File: config.mk
export PLATFORM = sky130hd
export DESIGN_NAME = bch_enc_ctrl
export DESIGN_NICKNAME = d
export VERILOG_FILES = /design/src/rtl/bch_enc_ctrl.sv
export SDC_FILE = /design/constraint.sdc
export NUM_CORES = 1
export LEC_CHECK = 0
export CORE_MARGIN = 2
export CORE_UTILIZATION = 58
export DETAILED_ROUTE_END_ITERATION = 10
export GPL_TIMING_DRIVEN = 0
export PLACE_DENSITY = 0.94
export SYNTH_ARGS = -nofsm -noshare
export SYNTH_HDL_FRONTEND = slang
export SYNTH_SLANG_ARGS = --single-unit
File: constraint.sdc
create_clock -name clk -period 4.9 [get_ports clk]
set_input_delay 0.98 -clock clk [delete_from_list [all_inputs] [get_ports clk]]
set_output_delay 0.98 -clock clk [all_outputs]
set_load 0.02 [all_outputs]
File: src/rtl/bch_enc_ctrl.sv
// Sequencer and parity engine for a serial BCH(63,51,t=2) encoder driving a 63-bit SIPO collector.
// Latency: 1 start cycle + 51 message cycles (plus stalls) + 12 parity cycles; cw_valid lands in cycle 64 with no stalls.
// Backpressure: the upstream source may stall indefinitely in MSG (in_valid=0); parity output never stalls.
//
// Ports:
//   clk, reset       rising-edge clock, asynchronous active-low reset
//   start            begin a codeword (sampled only in IDLE; ignored while busy)
//   in_bit/in_valid  serial message, highest degree first; in_ready is high only in MSG
//   sipo_bit         serial data to the collector (message bits, then parity MSB first)
//   sipo_hold        collector hold; 0 means the collector shifts this cycle
//   sipo_rst         synchronous clear to the collector, high in the start cycle
//   busy             registered; high from the cycle after start through DONE
//   cw_valid         registered one-cycle strobe; collector holds the full codeword
//   parity           registered parity of the last completed codeword
//   abort            present only when BCH_CTRL_ABORT_EN is defined; abandons the codeword in MSG/PAR
//
// Build option: define BCH_CTRL_ABORT_EN to add the abort input.
// CNT_W must satisfy 2**CNT_W >= N.

module bch_enc_ctrl #(
    parameter int               N        = 63,
    parameter int               K        = 51,
    parameter logic [N-K-1:0]   GEN_POLY = 12'h539,
    parameter int               CNT_W    = 6
) (
    input  logic             clk,
    input  logic             reset,
    input  logic             start,
    input  logic             in_bit,
    input  logic             in_valid,
    output logic             in_ready,
    output logic             sipo_bit,
    output logic             sipo_hold,
    output logic             sipo_rst,
    output logic             busy,
    output logic             cw_valid,
    output logic [N-K-1:0]   parity
`ifdef BCH_CTRL_ABORT_EN
    ,
    input  logic             abort
`endif
);

    localparam int P = N - K;

    // Terminal counts for the message and parity phases.
    localparam logic [CNT_W-1:0] MSG_LAST = CNT_W'(K - 1);
    localparam logic [CNT_W-1:0] PAR_LAST = CNT_W'(P - 1);

    typedef enum logic [1:0] {
        S_IDLE = 2'd0,
        S_MSG  = 2'd1,
        S_PAR  = 2'd2,
        S_DONE = 2'd3
    } state_t;

    state_t            state;
    logic [CNT_W-1:0]  cnt;
    logic [P-1:0]      lfsr;

    logic              abort_act;
    logic              accept;
    logic              par_shift;
    logic              fb;

`ifdef BCH_CTRL_ABORT_EN
    // Abort only matters while a codeword is in flight.
    assign abort_act = abort && ((state == S_MSG) || (state == S_PAR));
`else
    assign abort_act = 1'b0;
`endif

    // Abort wins over a same-cycle message bit, so nothing reaches the collector that cycle.
    assign accept    = (state == S_MSG) && in_valid && !abort_act;
    assign par_shift = (state == S_PAR) && !abort_act;

    // Division by g(x): the feedback term is the incoming bit plus the top remainder bit.
    assign fb = in_bit ^ lfsr[P-1];

    assign in_ready  = (state == S_MSG);
    assign sipo_hold = !(accept || par_shift);
    assign sipo_rst  = (state == S_IDLE) && start;

    always_comb begin
        sipo_bit = 1'b0;
        if (accept) begin
            sipo_bit = in_bit;
        end else if (par_shift) begin
            sipo_bit = lfsr[P-1];
        end
    end

    // In PAR the remainder is rotated rather than zero-filled: the emitted bit
    // stream is identical, and after the last emission the rotation brings the
    // complete remainder back into position so it can be latched into parity.
    always_ff @(posedge clk or negedge reset) begin
        if (!reset) begin
            state    <= S_IDLE;
            cnt      <= '0;
            lfsr     <= '0;
            parity   <= '0;
            busy     <= 1'b0;
            cw_valid <= 1'b0;
        end else begin
            cw_valid <= 1'b0;
            case (state)
                S_IDLE: begin
                    if (start) begin
                        state <= S_MSG;
                        lfsr  <= '0;
                        cnt   <= '0;
                        busy  <= 1'b1;
                    end
                end

                S_MSG: begin
                    if (abort_act) begin
                        state <= S_IDLE;
                        cnt   <= '0;
                        busy  <= 1'b0;
                    end else if (in_valid) begin
                        lfsr <= {lfsr[P-2:0], 1'b0} ^ (fb ? GEN_POLY : '0);
                        if (cnt == MSG_LAST) begin
                            cnt   <= '0;
                            state <= S_PAR;
                        end else begin
                            cnt <= cnt + 1'b1;
                        end
                    end
                end

                S_PAR: begin
                    if (abort_act) begin
                        state <= S_IDLE;
                        cnt   <= '0;
                        busy  <= 1'b0;
                    end else begin
                        lfsr <= {lfsr[P-2:0], lfsr[P-1]};
                        if (cnt == PAR_LAST) begin
                            // One more rotation of the current value restores the full remainder.
                            parity   <= {lfsr[P-2:0], lfsr[P-1]};
                            cw_valid <= 1'b1;
                            cnt      <= '0;
                            state    <= S_DONE;
                        end else begin
                            cnt <= cnt + 1'b1;
                        end
                    end
                end

                S_DONE: begin
                    state <= S_IDLE;
                    busy  <= 1'b0;
                end

                default: begin
                    state <= S_IDLE;
                    busy  <= 1'b0;
                    cnt   <= '0;
                end
            endcase
        end
    end

endmodule

==> results by stage, run 1 <==
Setup path:
- The worst register-to-register path ends at cnt[5]$_DFFE_PN0P_.
- By instance count, the cell type seen most on the critical path is clkdlybuf4s50_1.
- The capturing element type of the critical path is a primary output.
- STA puts the critical path data arrival time at between 2 and 2.5 ns.
- The kind of start point of the critical path is a primary input.
- The worst endpoint required time is 3.92 ns.
- Traced cell by cell, the critical path runs through clkdlybuf4s50_1 > and2_1 > o21ai_0 > clkdlybuf4s50_1.
- The peak per-stage delay on the critical path is about 0.65 ns.
- The setup check on the worst reg-to-reg path leaves a slack of between 2 and 3 ns.
- Measured in cells, the most critical reg-to-reg path has a length of 8.
- For this design, the slowest cell found on the critical path is clkdlybuf4s50_1.
- In this run the worst path has a maximum fanout of 3.
- The critical setup path kind is primary input to primary output.
- In this run the critical register-to-register path is launched from state[1]$_DFFE_PN0P_.

Timing:
- The final worst hold slack is slightly above 0.5 ns.
- The routed design could run at a clock period as short as about 3.4 ns.
- Between clock sinks in the finished design, the worst skew comes to about 0.0050 ns.
- The max-slew headroom at the worst pin is 51.2%.
- Setup repair after global routing left no endpoint under its margin.
- Static timing analysis puts the maximum clock frequency at around 0.29 GHz.
- The worst path uses 70.4% of the clock period.
- The number of endpoints with negative hold slack in the final report is 0.
- At the pin with the least slew margin, the transition time is ~0.73 ns.
- Setup total negative slack on the finished layout was measured at 0 ns.
- The number of max-slew violations in the final report is 0.
- The number of endpoints failing setup at the final stage is 0.

Floorplanning:
- The initial core utilization is 61.1%.
- The I/O pin count is 23.
- The die is around 58 µm wide.
- The placeable core area is between 0.002 and 0.003 mm².
- The die covers 0.00338 mm².
- The die height is between 50 and 60 µm.
- After floorplanning, the core was divided into 19 placement rows.

Placement:
- Once detailed placement completed, the half-perimeter wirelength came to between 2000 and 2500 µm.
- The placer congestion estimate is a little under 0.9.
- The area of placed instances is 0.00196 mm².
- The total of buffers placed on input and output ports is 22.

Synthesis:
- After synthesis, flip-flops and latches occupy 50.1% of the total area.
- For this run, the leading register cell type out of synthesis is dfrtp_1.
- By area the synthesized netlist is led by dfrtp_1, mux2_4, ha_1.
- The mean post-synth cell area is between 10 and 15 µm².
- In the synthesized netlist, the cells that appear most often are dfrtp_1, nand2_1, nor2_1.
- Summing every instance area after synthesis gives between 0.0015 and 0.002 mm².
- The most frequent cell after synthesis is dfrtp_1.
- The top cell type by area accounts for approximately half of the synthesized area.
- Counting flops with a built-in enable in the synthesized netlist gives 0.
- The fraction of registers with async set or reset after synthesis is 100%.
- The number of unique standard cell types used by synthesis is 35.
- The net count after synthesis is roughly 170.
- Synthesis inferred 34 register bits.
- Synthesis handed over a netlist of between 150 and 200 instances.
- The number of warnings reported in the yosys synthesis log is 0.
- The synthesized design spends more area on one cell type than any other, namely dfrtp_1.

Run:
- Across the run, the number of max-cap violations was 0.

Min path:
- The instance count along the most critical hold path is 2.
- The worst min-delay path class is flip-flop to flip-flop.
- The worst-case hold path end point is lfsr[1]$_DFFE_PN0P_.
- The startpoint identified for the worst hold timing path is lfsr[1]$_DFFE_PN0P_.

CTS:
- The H-tree generated during clock tree synthesis spans 2 levels.
- The clock passes through at most 2 buffers.
- The number of sinks on the clock net is 34.
- The number of hold-repair buffers added at the cts stage is 0.
- After clock tree synthesis, the clock-pin slew on the worst setup and hold paths is 0.10 ns.
- The count of cells resized by post-cts repair is 0.
- The cell chosen for the clock root is clkbuf_4.
- TritonCTS built the clock tree.
- The number of setup buffers added after CTS is 0.
- Buffers inserted during clock tree synthesis total 5.
- For the worst-skew pair, the clock arrives at the later sink with an insertion delay of between 0.3 and 0.4 ns.

Pwr:
- The power density over the cells is 478 mW/mm².
- Overall power consumption after layout is estimated at between 0.9 and 1 mW.
- The peak supply drop is 0.000558 V.
- The analysis attributes to cell leakage a power of a little under 1 nW.

Layout:
- The finished cells cover 0.00201 mm².
- The area added between synthesis and finish is 18.5%.
- Of the cells placed in the final design, the portion with a size suffix greater than 1 is between 10 and 15%.
- For this run, the post-layout net count is about 200.
- The repair_antennas step left the layout with diodes totalling 0.

Outcome:
- The flow ran to the end, and the final reports show no timing, DRC or antenna violations.

Detailed routing:
- The number of remaining DRC errors is 0.
- Once detail routing completed, the nets flagged for antenna violations numbered 0.
- The total vias in the final route is 1,281.
- After detailed routing, the number of vias per cell comes to between 5 and 6.
- The routed length per placed instance is around 16 µm.
- The first routing iteration left 60 violations.
- The pre-antenna-repair detailed-routing pass consisted of 4 iterations.
- The final wirelength is 3380 µm.

Global routing:
- The maximum number of pins on one net before global-route repair is 35.
- Across every metal layer, demand over resource in global routing totals a little under a quarter.
- The first global-routing pass estimated between 5000 and 6000 µm of wire.
- The initial antenna violation count is 0.
- The via count of the first global-routing pass was around 1,300.
- For this run the aggregate overflow at the end of global routing stands at 0.
-- cells by family (layout without fill, tap and decap cells) --
kind of cell | count (synthesis) | after routing | share of synthesized area [%]
flops | 34 | 34 | 50.1
compound gates | 24 | 24 | 10.8
simple gates | 55 | 55 | 14.7
fa+ha+maj | 8 | 8 | 5.89
buf+inv | 13 | 43 | 3.46
mux | 20 | 20 | 14.7
xor+xnor | 1 | 1 | 0.516
-- registers in the layout (all words and copies together), names as in the netlist --
| register | flops |
|---|---|
| lfsr | 12 |
| parity | 12 |
| cnt | 6 |
| state | 2 |
| busy | 1 |
| cw_valid | 1 |
-- per-stage QoR --
step           setup WS [ns]  utilization, %  instances
2_1_floorplan           2.28               -        155
3_3_place_gp            1.48            70.4        208
3_5_place_dp            1.50            70.4        208
4_1_cts                 1.48            72.6        216
5_1_grt                 1.43            72.4        216
6_report                1.45            72.4        216
-- report_power, final --
part / internal [mW] / switching, mW / total, mW
Combinational: 0.155 / 0.272 / 0.427
Clock: 0.0695 / 0.0921 / 0.162
Sequential: 0.329 / 0.0439 / 0.373
Total: 0.554 / 0.408 / 0.961
-- area by class of cell --
cell class                 count  area (µm²)
clock inverter                 1        5.00
multi-input combinational    108         790
clock buffer                   7        55.1
inverter                       6        22.5
tap                           31        38.8
timing repair buffer          22         215
fill                         203         768
buffer                         7        36.3
sequential                    34         851
-- metal layers --
layer  vias up  GRT usage [%]  wire (µm)
met5         -              0          0
met4         0           10.3         41
met3         6           6.70        200
met2        48           37.0       1690
met1       625           30.1       1450
li1        602              -          -
-- critical path, delay by kind of cell --
family	cells	cell delay, ns
and+or+nand+nor	1	0.19
AOI/OAI and AO/OA	1	0.23
buffers and inverters	2	1.06
-- placed cells by master (no fill, tap or decap), types with 3 or more instances in the layout --
cell and count:
ha_1 8, clkbuf_4 5, mux2_2 3, mux2i_1 8
nand3_1 9, clkbuf_1 5, a22o_1 5, clkdlybuf4s50_1 21
buf_2 3, inv_1 6, nor2_1 11, o211ai_1 5
nand2_1 24, o21ai_0 3, mux2_4 9, dfrtp_1 34
-- how the worst max path moves through the flow --
stage	startpoint	endpoint	slack [ns]	depth (start not counted)
finish	in_valid	sipo_bit	1.45	4
global route	in_valid	sipo_bit	1.43	4
CTS	in_valid	sipo_bit	1.48	4
detailed placement	in_valid	sipo_bit	1.50	4
global placement	in_valid	sipo_bit	1.48	4
floorplan	in_valid	sipo_bit	2.28	2
(Power assumes the default switching activity.)
==> inputs of run 2 (changes only) <==
Settings changed: CORE_UTILIZATION 58 to 54, PLACE_DENSITY 0.94 to 0.89.
Clock period 4.9 ns to 3.3 ns, I/O delays scaled along.
==> results by stage, run 2 (synthesized netlist as in run 1, its figures left out) <==
Detailed routing:
- Using the TritonRoute via totals, the vias-per-cell ratio works out to 5.55.
- The number of DRC violations after detailed-routing iteration 0 is 41.
- The routed length per placed instance is roughly 14 µm.
- Summing over every cut layer, the via total after detailed routing is approximately 1,300.
- In the routed design, unresolved DRC markers number 0.
- For this run, the detailed router's first-pass iteration total came to 4.
- The final wirelength is approximately 3300 µm.
- The remaining antenna violation count is 0.

Layout:
- 0 antenna diodes ended up in the layout.
- Cells with a size suffix above 1 make up between 10% and 20% of the layout.
- The library cells used most frequently in the layout, excluding fill and tap cells, are dfrtp_1, nand2_1, clkdlybuf4s50_1.
- In the final layout, the registers with the most flip-flops are lfsr (12), parity (12), cnt (6).
- The layout filler cell count is approximately 240.
- Compared with the post-synthesis result, the final layout area differs by 19.4%.
- At the end of the flow, the number of nets in the layout was between 150 and 200.
- Leaving out fill and tap cells, the most frequent cell in the layout is dfrtp_1.

Timing:
- For the pin with the worst max-slew slack, the measured transition is ~0.75 ns.
- The final worst hold slack is 0.380 ns.
- For this run, the top clock speed supported by timing is approximately 0.35 GHz.
- The max-slew headroom at the worst pin is 50.1%.
- The number of endpoints with negative hold slack in the final report was 0.
- The aggregate negative setup slack is 0 ns.
- Setup repair after global routing left no endpoint under its margin.
- Setup violations remaining at the end of the flow were counted as 0.
- Of the available clock period, the critical path in the final layout requires between 80% and 90%.
- The post-layout minimum cycle time is 2.89 ns.
- Clock skew on the completed layout was measured at between 0.007 and 0.008 ns.
- The number of max-slew violations in the final report came to 0.

Setup path:
- The capture point of the worst reg-to-reg path is cnt[4]$_DFFE_PN0P_.
- In this run the worst path has a maximum fanout of 8.
- The worst register-to-register path begins at state[1]$_DFFE_PN0P_.
- The worst endpoint required time is between 2 and 3 ns.
- The critical path is of the flip-flop to primary output type.
- The worst-case reg-to-reg path depth is 8.
- Across all register-to-register paths, the minimum setup slack is between 1 and 1.5 ns.
- The kind of start point of the critical path is a flip-flop.
- The worst setup path is captured at a primary output.
- STA puts the critical path data arrival time at 2.23 ns.

Min path:
- The worst min-delay path class is primary input to asynchronous set/reset pin.

CTS:
- The cell chosen for the clock root is clkbuf_4.
- TritonCTS built the clock tree.
- Post-CTS timing repair inserted 0 buffers for setup.
- The clock latency on the worst-skew pair is roughly 0.33 ns.
- Gates resized during post-CTS repair numbered 0.
- The number of sinks on the clock net is 34.
- The total CTS buffers is 5.
- The deepest clock path buffer count is 2.
- The number of hold-repair buffers added at the cts stage is 0.
- Clock-pin slew was measured on the worst setup and hold paths at approximately 0.1 ns.
- The H-tree was split into 2 levels.

Outcome:
- The flow ran to the end, and the final reports show no timing, DRC or antenna violations.

Floorplanning:
- The initial core utilization is between 50% and 60%.
- The I/O pin count is 23.
- The region available for standard cell placement spans about 0.0030 mm².
- The floorplan row count is 20.
- The die width is around 60 µm.
- The floorplan step set the die height to 60.1 µm.
- The full die area is approximately 0.0036 mm².

Global routing:
- The first global-routing pass estimated around 5500 µm of wire.
- The maximum number of pins on one net before global-route repair is 35.
- The via count of the first global-routing pass was 1,282.
- The total routing resource utilization after global routing is about 21%.
- The initial antenna violation count is 0.
- For this run the aggregate overflow at the end of global routing stands at 0.

Pwr:
- The power density over the cells is ~710 mW/mm².
- The analysis attributes to cell leakage a power of just under 1 nW.
- Across the VDD grid, the largest voltage drop is about 0.00050 V.

Placement:
- The placer congestion estimate is 0.886.
- The post-DP HPWL is ~2400 µm.
- During placement, the flow inserted port buffers numbering 22.

Run:
- The number of max-capacitance violations reported is 0.
## run 2: cell counts in the layout (fill, tap and decap cells not counted)
No cell type changed its count.
## run 2: cell type report
class	count	area [µm²]	area share, %
Timing Repair Buffer	22	215	10.6
Inverter	6	22.5	1.11
Sequential cell	34	851	41.9
Tap cell	44	55.1	2.71
Buffer	7	36.3	1.79
Clock buffer	7	55.1	2.71
Multi-Input combinational cell	108	790	38.9
Clock inverter	1	5.00	0.247
## run 2: power by group
group          total (mW)  internal, mW  switching (mW)
logic               0.640         0.231           0.409
clock network       0.240         0.103           0.137
registers           0.554         0.488          0.0660
## run 2: worst max-delay path, cell delays in order, from the launching register on
cell and delay (ns):
dfrtp_1 0.43, inv_1 0.13, ha_1 0.17, clkbuf_1 0.28
nand2_1 0.11, o21ai_0 0.16, clkdlybuf4s50_1 0.62
## run 2: per-stage QoR
stage          setup slack, ns  utilization (%)  std cells  cell area [µm²]  total power, mW
5_1_grt                  0.180             67.0        229             2030             1.54
4_1_cts                  0.387             67.0        229             2030             1.44
3_5_place_dp             0.549             65.0        221             1970             1.19
6_report                 0.410             67.0        229             2030             1.43
2_1_floorplan             1.17                -        155             1700            0.993
3_3_place_gp             0.574             65.2        221             1970             1.16
## run 2: worst max path at each step
stage	start	to	cells past startpoint
floorplan	state[1]$_DFFE_PN0P_	sipo_bit	4
global placement	in_valid	sipo_bit	4
detailed placement	in_valid	sipo_bit	4
CTS	state[0]$_DFFE_PN0P_	sipo_bit	6
global route	state[0]$_DFFE_PN0P_	sipo_bit	6
finish	state[0]$_DFFE_PN0P_	sipo_bit	6
## run 2: per-layer routing
metal | up-vias | wire, µm | track usage, %
met3 | 5 | 109 | 5.63
met1 | 638 | 1460 | 25.0
met2 | 28 | 1650 | 34.5
met4 | 0 | 37 | 8.25
met5 | - | 0 | 0
li1 | 600 | - | -
